==> config.mk <==
export PLATFORM = sky130hd
export DESIGN_NAME = console_session_mux
export DESIGN_NICKNAME = d
export VERILOG_FILES = /design/src/rtl/console_session_mux.sv
export SDC_FILE = /design/constraint.sdc
export NUM_CORES = 1
export LEC_CHECK = 0
export CAP_MARGIN = 20
export CORE_ASPECT_RATIO = 1.5
export CORE_MARGIN = 3
export CORE_UTILIZATION = 45
export DETAILED_ROUTE_END_ITERATION = 8
export GPL_TIMING_DRIVEN = 0
export SETUP_SLACK_MARGIN = 0.1
export SLEW_MARGIN = 10
export SYNTH_ARGS = -nofsm -noshare
export SYNTH_HDL_FRONTEND = slang
export SYNTH_SLANG_ARGS = --single-unit
==> constraint.sdc <==
create_clock -name clk100M -period 4.07 [get_ports clk100M]
set_input_delay 0.814 -clock clk100M [delete_from_list [all_inputs] [get_ports clk100M]]
set_output_delay 0.814 -clock clk100M [all_outputs]
set_load 0.02 [all_outputs]
==> src/rtl/console_session_mux.sv <==
// Multi-session console switch: per-channel RX FIFOs, one selected session forwarded to the
// VT100 path, keyboard routed to the selected transmitter. CONSOLE_MUX_CLEAR_EN adds a screen clear per switch.
module console_session_mux #(
    parameter int CHANNELS   = 4,
    parameter int FIFO_DEPTH = 16,
    parameter int DATA_WIDTH = 8
) (
    input  logic                           clk100M,
    input  logic                           rst,
    input  logic [CHANNELS*DATA_WIDTH-1:0] rx_data,
    input  logic [CHANNELS-1:0]            rx_valid,
    output logic [CHANNELS-1:0]            rx_overflow,
    input  logic                           sel_next,
    input  logic                           sel_prev,
    output logic [$clog2(CHANNELS)-1:0]    active,
    output logic [DATA_WIDTH-1:0]          out_data,
    output logic                           out_valid,
    input  logic                           out_ready,
    input  logic [DATA_WIDTH-1:0]          kb_data,
    input  logic                           kb_valid,
    output logic                           kb_ready,
    output logic [DATA_WIDTH-1:0]          tx_data,
    output logic [CHANNELS-1:0]            tx_valid,
    input  logic [CHANNELS-1:0]            tx_ready
);
    localparam int SEL_W = $clog2(CHANNELS);
    localparam int PTR_W = $clog2(FIFO_DEPTH);
    localparam int CNT_W = PTR_W + 1;

    // Handshake: a byte transfers at a rising edge where valid & ready; valid never depends on
    // ready, and out_data/out_valid hold steady while out_valid & !out_ready.

`ifdef CONSOLE_MUX_CLEAR_EN
    typedef enum logic {FWD, CLR} state_t;
    logic [2:0] clr_idx;

    function automatic logic [DATA_WIDTH-1:0] clr_byte(input logic [2:0] idx);
        case (idx)
            3'd0, 3'd4: return DATA_WIDTH'(8'h1B);
            3'd1, 3'd5: return DATA_WIDTH'(8'h5B);
            3'd2:       return DATA_WIDTH'(8'h32);
            3'd3:       return DATA_WIDTH'(8'h4A);
            default:    return DATA_WIDTH'(8'h48);
        endcase
    endfunction
`else
    typedef enum logic {FWD} state_t;
`endif

    function automatic logic [SEL_W-1:0] step_sel(input logic [SEL_W-1:0] cur, input logic up);
        if (up) return (cur == SEL_W'(CHANNELS - 1)) ? '0 : cur + SEL_W'(1);
        return (cur == '0) ? SEL_W'(CHANNELS - 1) : cur - SEL_W'(1);
    endfunction

    logic [DATA_WIDTH-1:0] mem    [CHANNELS][FIFO_DEPTH];
    logic [PTR_W-1:0]      wr_ptr [CHANNELS];
    logic [PTR_W-1:0]      rd_ptr [CHANNELS];
    logic [CNT_W-1:0]      count  [CHANNELS];
    logic [CHANNELS-1:0]   wr_en;
    logic [CHANNELS-1:0]   pop_vec;

    state_t                state;
    logic                  pend_valid;
    logic [SEL_W-1:0]      pend_target;
    logic [SEL_W-1:0]      base;
    logic [SEL_W-1:0]      target;
    logic                  stall;
    logic                  press;
    logic                  apply;
    logic                  pop;
    logic                  head_empty;
    logic [DATA_WIDTH-1:0] head_data;

    always_comb begin
        stall      = out_valid && !out_ready;
        press      = sel_next ^ sel_prev;
        base       = pend_valid ? pend_target : active;
        target     = step_sel(base, sel_next);
        apply      = pend_valid && (state == FWD) && !stall;
        head_empty = (count[active] == '0);
        head_data  = mem[active][rd_ptr[active]];
        // The switch edge itself moves no FIFO byte, so nothing from the old session follows it.
        pop        = (state == FWD) && !apply && !stall && !head_empty;
        for (int i = 0; i < CHANNELS; i++) begin
            pop_vec[i] = pop && (active == SEL_W'(i));
            wr_en[i]   = rx_valid[i] && ((count[i] != CNT_W'(FIFO_DEPTH)) || pop_vec[i]);
        end
    end

    always_ff @(posedge clk100M) begin
        for (int i = 0; i < CHANNELS; i++) begin
            if (wr_en[i]) mem[i][wr_ptr[i]] <= rx_data[i*DATA_WIDTH +: DATA_WIDTH];
        end
    end

    always_ff @(posedge clk100M) begin
        if (rst) begin
            rx_overflow <= '0;
            for (int i = 0; i < CHANNELS; i++) begin
                wr_ptr[i] <= '0;
                rd_ptr[i] <= '0;
                count[i]  <= '0;
            end
        end else begin
            for (int i = 0; i < CHANNELS; i++) begin
                if (wr_en[i])   wr_ptr[i] <= wr_ptr[i] + PTR_W'(1);
                if (pop_vec[i]) rd_ptr[i] <= rd_ptr[i] + PTR_W'(1);
                case ({wr_en[i], pop_vec[i]})
                    2'b10:   count[i] <= count[i] + CNT_W'(1);
                    2'b01:   count[i] <= count[i] - CNT_W'(1);
                    default: ;
                endcase
                if (rx_valid[i] && !wr_en[i]) rx_overflow[i] <= 1'b1;
            end
        end
    end

    always_ff @(posedge clk100M) begin
        if (rst) begin
            state       <= FWD;
            active      <= '0;
            pend_valid  <= 1'b0;
            pend_target <= '0;
            out_valid   <= 1'b0;
            out_data    <= '0;
`ifdef CONSOLE_MUX_CLEAR_EN
            clr_idx     <= '0;
`endif
        end else begin
            if (press) begin
                pend_valid  <= 1'b1;
                pend_target <= target;
            end else if (apply) begin
                pend_valid  <= 1'b0;
            end
            if (!stall) begin
                out_valid <= 1'b0;
                case (state)
                    FWD: begin
                        if (apply) begin
                            active <= pend_target;
`ifdef CONSOLE_MUX_CLEAR_EN
                            state   <= CLR;
                            clr_idx <= '0;
`endif
                        end else if (!head_empty) begin
                            out_valid <= 1'b1;
                            out_data  <= head_data;
                        end
                    end
`ifdef CONSOLE_MUX_CLEAR_EN
                    CLR: begin
                        out_valid <= 1'b1;
                        out_data  <= clr_byte(clr_idx);
                        clr_idx   <= clr_idx + 3'd1;
                        if (clr_idx == 3'd6) state <= FWD;
                    end
`endif
                    default: state <= FWD;
                endcase
            end
        end
    end

    always_comb begin
        tx_data          = kb_data;
        tx_valid         = '0;
        tx_valid[active] = kb_valid;
        kb_ready         = tx_ready[active];
    end

endmodule

-- Word-level counts from Yosys, hierarchy flattened
Memories as Yosys holds them, arrays and structs flattened. A register that Yosys moved wholly into a read port is not among the register bits.
Cells that the tools add are included.
- add/sub/neg operators: 18
- mux-type cells: 101
- order comparisons: 11
- bitwise logic cells: 26
- multipliers: 0
- shifts and indexed selects: 0
- reductions and logical operators: 39
- divide/modulo/power cells: 0
- equal/unequal tests: 16
- operator list (operator ; number):
    128-bit 2-to-1 mux ; 4
    8-bit demux with 4-bit select ; 4
    1-bit 2-to-1 mux ; 57
    8-bit 2-to-1 mux ; 6
    5-bit 2-to-1 mux ; 8
    4-bit by 1-bit adder with 4-bit output (second input constant) ; 8
    8-bit binary-select mux with 4-bit select ; 1
    4-bit 2-to-1 mux ; 8
    5-bit greater-or-equal comparator (second input constant) ; 5
    4-bit NOT with 5-bit output ; 5
    2-bit 2-to-1 mux ; 11
    1-bit logical AND ; 21
    5-bit by 1-bit adder with 5-bit output (second input constant) ; 4
    5-bit by 1-bit < comparator with 1-bit output (second input constant) ; 4
    5-bit != test (second input constant) ; 4
    5-bit by 1-bit subtractor with 5-bit output (second input constant) ; 4
    1-bit bitwise OR ; 16
    2-bit equality test (second input constant) ; 7
    2-bit by 1-bit equality test with 1-bit output (second input constant) ; 5
    1-bit zero test ; 8
    5-bit zero test ; 1
    4-bit AND ; 1
    2-bit zero test ; 2
    1-bit logical OR ; 4
    other kinds (11) ; 13
- bits in latches: 0
- word-level logic and storage cells: 224
- bits in read-only memories: 0
- memories kept: 4
- input bits: 54
- output and inout port bits: 28
- bits in writable memories: 564
- flip-flop bits (word level): 18
- memory list (name ; depth ; bits a word ; read ports ; clocked after Yosys merged registers in ; wr ports ; line ; RTL):
    mem ; 4 ; 128 ; 1 ; 1 ; 4 ; 55 ; logic [DATA_WIDTH-1:0] mem [CHANNELS][FIFO_DEPTH];
    count ; 4 ; 5 ; 5 ; 1 ; 4 ; 58 ; logic [CNT_W-1:0] count [CHANNELS];
    rd_ptr ; 4 ; 4 ; 5 ; 1 ; 4 ; 57 ; logic [PTR_W-1:0] rd_ptr [CHANNELS];
    wr_ptr ; 4 ; 4 ; 4 ; 0 ; 4 ; 56 ; logic [PTR_W-1:0] wr_ptr [CHANNELS];

-- Depth between registers and ports, before layout
- depth in word-level cells: 16
- mapped depth: 13
- gate-level depth less buffers: 11

-- Worst setup path after synthesis
Ideal clock, no wire load.
- kind: register to register
- start point: mem count[2][0] in the netlist's numbering
- end point: mem count[2][4] in the netlist's numbering, data pin
- data arrival time: 3.207 ns
- stages on the path, launching flop included: 13
- required time: 3.923 ns
- slack: 0.717 ns
- clock period less this slack: 3.353 ns
- buffers on the path: 1
- setup time: 0.147 ns
- cells stage by stage: edfxtp_1 or4_1 o221a_4 o21ai_2 nand2b_1 buf_2 nor3_1 fa_1 a21o_1 a21oi_1 xnor2_1 or3_1 a21oi_1
- RTL lines (element ; line):
    start: declaration ; 58

==> results_dict.tcl <==
set metrics [dict create \
    slew_violations 0 \
    cts_inserted_buffers 52 \
    wirelength_um 69200 \
    hpwl_um 47100 \
    min-delay-start "rx_overflow[0]" \
    nets 1509 \
    worst_setup_path_start_kind "register" \
    placed_area_sq_um 26100 \
    final_area_sq_um 27900 \
    cts_tree "built" \
    intPower_uw 10200 \
    final.fill_count 4338 \
    p_seq_frac 0.500 \
    drc 0 \
    boundaryPins 82 \
    hold_violations 0 \
    clock.fmax_mhz 261 \
    maxSlewHeadroom 0.190 \
    viasPerCell 6.04 \
    coreArea_sq_um 53700 \
    htree_num_levels 2 \
    std_cell_rows 104 \
    drv_cap 0 \
    power_density_nw_per_um2 499 \
    grt_pass1_vias 13716 \
    ir_drop_mv 0.288 \
    synthCells 1285 \
    outcome "finished, final reports clean" \
    n_antenna_cell 0 \
    multi_input_area_sq_um 6690 \
    vias 13001 \
    critical_path.startpoint "count[2][0]" \
    grt-busiest-layer "met2" \
    use_met3 0.0310 \
    clk_pin_slew_ns 0.07 \
    yosysWarningCount 0 \
    dp_cells 2049 \
    die_w_um 196 \
    drive_gt1_frac 0.192 \
    setup_viol 0 \
    path_max_fanout 10 \
    start_util 0.455 \
    dr.pass1.iters 5 \
    ctsHoldBuffers 0 \
    grt_use_met2 0.437 \
    track_usage 0.240 \
    power_frac_comb 0.152 \
    synthToLayoutAreaGrowth_pct 14.1 \
    gr-usage-met1 0.290 \
    synth-edff-count 564 \
    async_flop_share 0 \
    clock-sinks 584 \
    dieArea_sq_um 57200 \
    finalClockSkew_ns 0.0312 \
    synth.cell_area_sq_um 24500 \
    die_y_um 292 \
    ys_types 63 \
    drtIter0Drc 1109 \
    cts_root_buf "clkbuf_16" \
    period_minus_slack_ns 3.83 \
    insertion_delay_ns 0.59 \
    power.switching_uw 3700 \
    crit_type "reg2reg" \
    cts_buffer_depth 3 \
    synthesis.nets 1373 \
    grt_pass1_wl_um 97300 \
    required_ns 4.50 \
    fin_crit_sh 0.942 \
    gp_congestion 0.893 \
    regArea_sq_um 17300 \
    clockPowerShare 0.347 \
    ant_nets 0 \
    portBuffers 73 \
    antenna_found_initial 1 \
    worst-endpoint-arrival_ns 4.27 \
    fin_cells 2153 \
    rsz0062_at_grt "no" \
    yosysSeqAreaShare 0.709 \
    synth_flop_cell "edfxtp_1" \
    synth_area_per_cell_sq_um 19.0 \
    p_leak_uw 0.00919 \
    r2r-start "count[2][0]" \
    wl_per_cell_um 32.1 \
    hp-class "reg2reg" \
    gr-total-overflow 0 \
    crit_path_end_kind "register" \
    netSwitchingFraction 0.266 \
    synth_seq_cells 584 \
    worst_pin_slew_ns 1.21 \
    grt_start_max_net_pins 17 \
]
placed cells by master (no fill, tap or decap), drive strengths merged, types with 6 or more instances in the layout:
| cell | netlist | final |
|---|---|---|
| edfxtp | 564 | 564 |
| mux4 | 133 | 133 |
| mux2i | 87 | 87 |
| clkbuf | 27 | 87 |
| and3 | 74 | 74 |
| clkdlybuf4s50 | 0 | 73 |
| buf | 48 | 57 |
| nor3 | 32 | 32 |
| ha | 31 | 31 |
| inv | 23 | 26 |
| clkinv | 0 | 26 |
| nor2b | 22 | 22 |
| nand2 | 22 | 22 |
| nor2 | 21 | 21 |
| a21oi | 21 | 21 |
| dfxtp | 20 | 20 |
| nand3 | 14 | 14 |
| xor2 | 14 | 14 |
| a211oi | 14 | 14 |
| xnor2 | 12 | 12 |
| a211o | 8 | 8 |
| nor3b | 8 | 8 |
| o221ai | 8 | 8 |
| a22oi | 7 | 7 |
| nand2b | 7 | 7 |
| a21o | 6 | 6 |
per-layer routing:
metal / wire [um] / vias to the layer above
met3: 3720 / 122
met5: 0 / -
met1: 25300 / 6914
met4: 2860 / 0
li1: - / 5511
met2: 37300 / 454
what timing repair did:
| action | 4_1_cts | 5_1_grt |
|---|---|---|
| setup endpoints to repair | 1 | 1 |
| gates cloned | 0 | 0 |
| buffers inserted | 0 | 0 |
| pin swaps | 0 | 0 |
| gates resized for setup | 3 | 1 |
final cells by class:
class | count | area share
clock inverter | 37 | 0.0108
multi-input combinational | 603 | 0.240
clock buffer | 60 | 0.0477
sequential | 584 | 0.621
tap | 689 | 0.0309
timing repair buffer | 82 | 0.0337
buffer | 75 | 0.0132
inverter | 23 | 0.00309
sequential cells by signal (all words and copies together), names as in the netlist, named ones only:
signal and flops:
active 2, count 20, mem 512, out_data 8, out_valid 1, pend_target 2, pend_valid 1, rd_ptr 16
rx_overflow 4, wr_ptr 16
worst paths after layout:
check	to	slack, ns	depth (start not counted)
setup / recovery	count[2][4]	0.24	12
hold reg to reg	rx_overflow[0]	0.48	2
hold / removal	rx_overflow[0]	0.48	2
setup reg to reg	count[2][4]	0.24	12
worst max-delay path, cell delays in order (launching register included):
cell	delay [ns]
edfxtp_1	0.48
or4_1	0.65
o221a_4	0.33
o21ai_2	0.22
nand2b_2	0.24
buf_4	0.21
nor3_2	0.12
fa_1	0.43
a21o_1	0.20
a21oi_1	0.21
xnor2_1	0.11
or3_1	0.32
a21oi_1	0.15
per-stage QoR:
stage	hold WS (ns)	total power [uW]	setup slack, ns	util	TNS, ns
detailed placement	0.468	9190	-0.641	0.486	-1.15
CTS	0.484	14000	0.145	0.516	0
global placement	0.446	9140	-0.583	0.485	-1.10
global route	0.519	14300	0.120	0.519	0
floorplan	0.461	8250	0.717	-	0
finish	0.477	13900	0.236	0.519	0
cells by family (layout without fill, tap and decap cells):
logic type / count (synthesis) / count (layout) / synth area share
AND/OR/NAND/NOR: 228 / 228 / 0.0536
multiplexers: 223 / 223 / 0.159
flip-flops: 584 / 584 / 0.709
buffers and inverters: 98 / 277 / 0.0185
AO/OA/AOI/OAI: 90 / 90 / 0.0303
XOR/XNOR: 28 / 28 / 0.0112
adder cells (fa/ha/maj): 34 / 34 / 0.0183
power by group through the flow:
| stage | Combinational [uW] | Sequential, uW | Clock, uW |
|---|---|---|---|
| final | 2120 | 6960 | 4840 |
| after global routing | 2230 | 6980 | 5110 |
| after CTS | 2100 | 6960 | 4910 |
| after detailed placement | 2090 | 7090 | 0 |
| after global placement | 2060 | 7080 | 0 |
| after floorplan | 1150 | 7100 | 0 |
cells in the mapped netlist (all sizes together), types with 3 or more instances:
| cell | instances | area [sq um] |
|---|---|---|
| a211o | 8 | 70.1 |
| a211oi | 14 | 110 |
| a21o | 6 | 45.0 |
| a21oi | 21 | 105 |
| a22oi | 7 | 52.6 |
| a31oi | 4 | 25.0 |
| and2 | 5 | 31.3 |
| and3 | 74 | 463 |
| and4 | 5 | 43.8 |
| buf | 48 | 264 |
| clkbuf | 27 | 101 |
| dfxtp | 20 | 400 |
| edfxtp | 564 | 16900 |
| fa | 3 | 60.1 |
| ha | 31 | 388 |
| inv | 23 | 86.3 |
| mux2 | 3 | 33.8 |
| mux2i | 87 | 871 |
| mux4 | 133 | 3000 |
| nand2 | 22 | 82.6 |
| nand2b | 7 | 43.8 |
| nand3 | 14 | 70.1 |
| nor2 | 21 | 78.8 |
| nor2b | 22 | 138 |
| nor3 | 32 | 160 |
| nor3b | 8 | 65.1 |
| nor4 | 4 | 31.3 |
| o211ai | 5 | 57.6 |
| o21ai | 3 | 18.8 |
| o221ai | 8 | 87.6 |
| or2 | 4 | 25.0 |
| or3 | 3 | 23.8 |
| xnor2 | 12 | 105 |
| xor2 | 14 | 123 |
(Power assumes the default switching activity.)
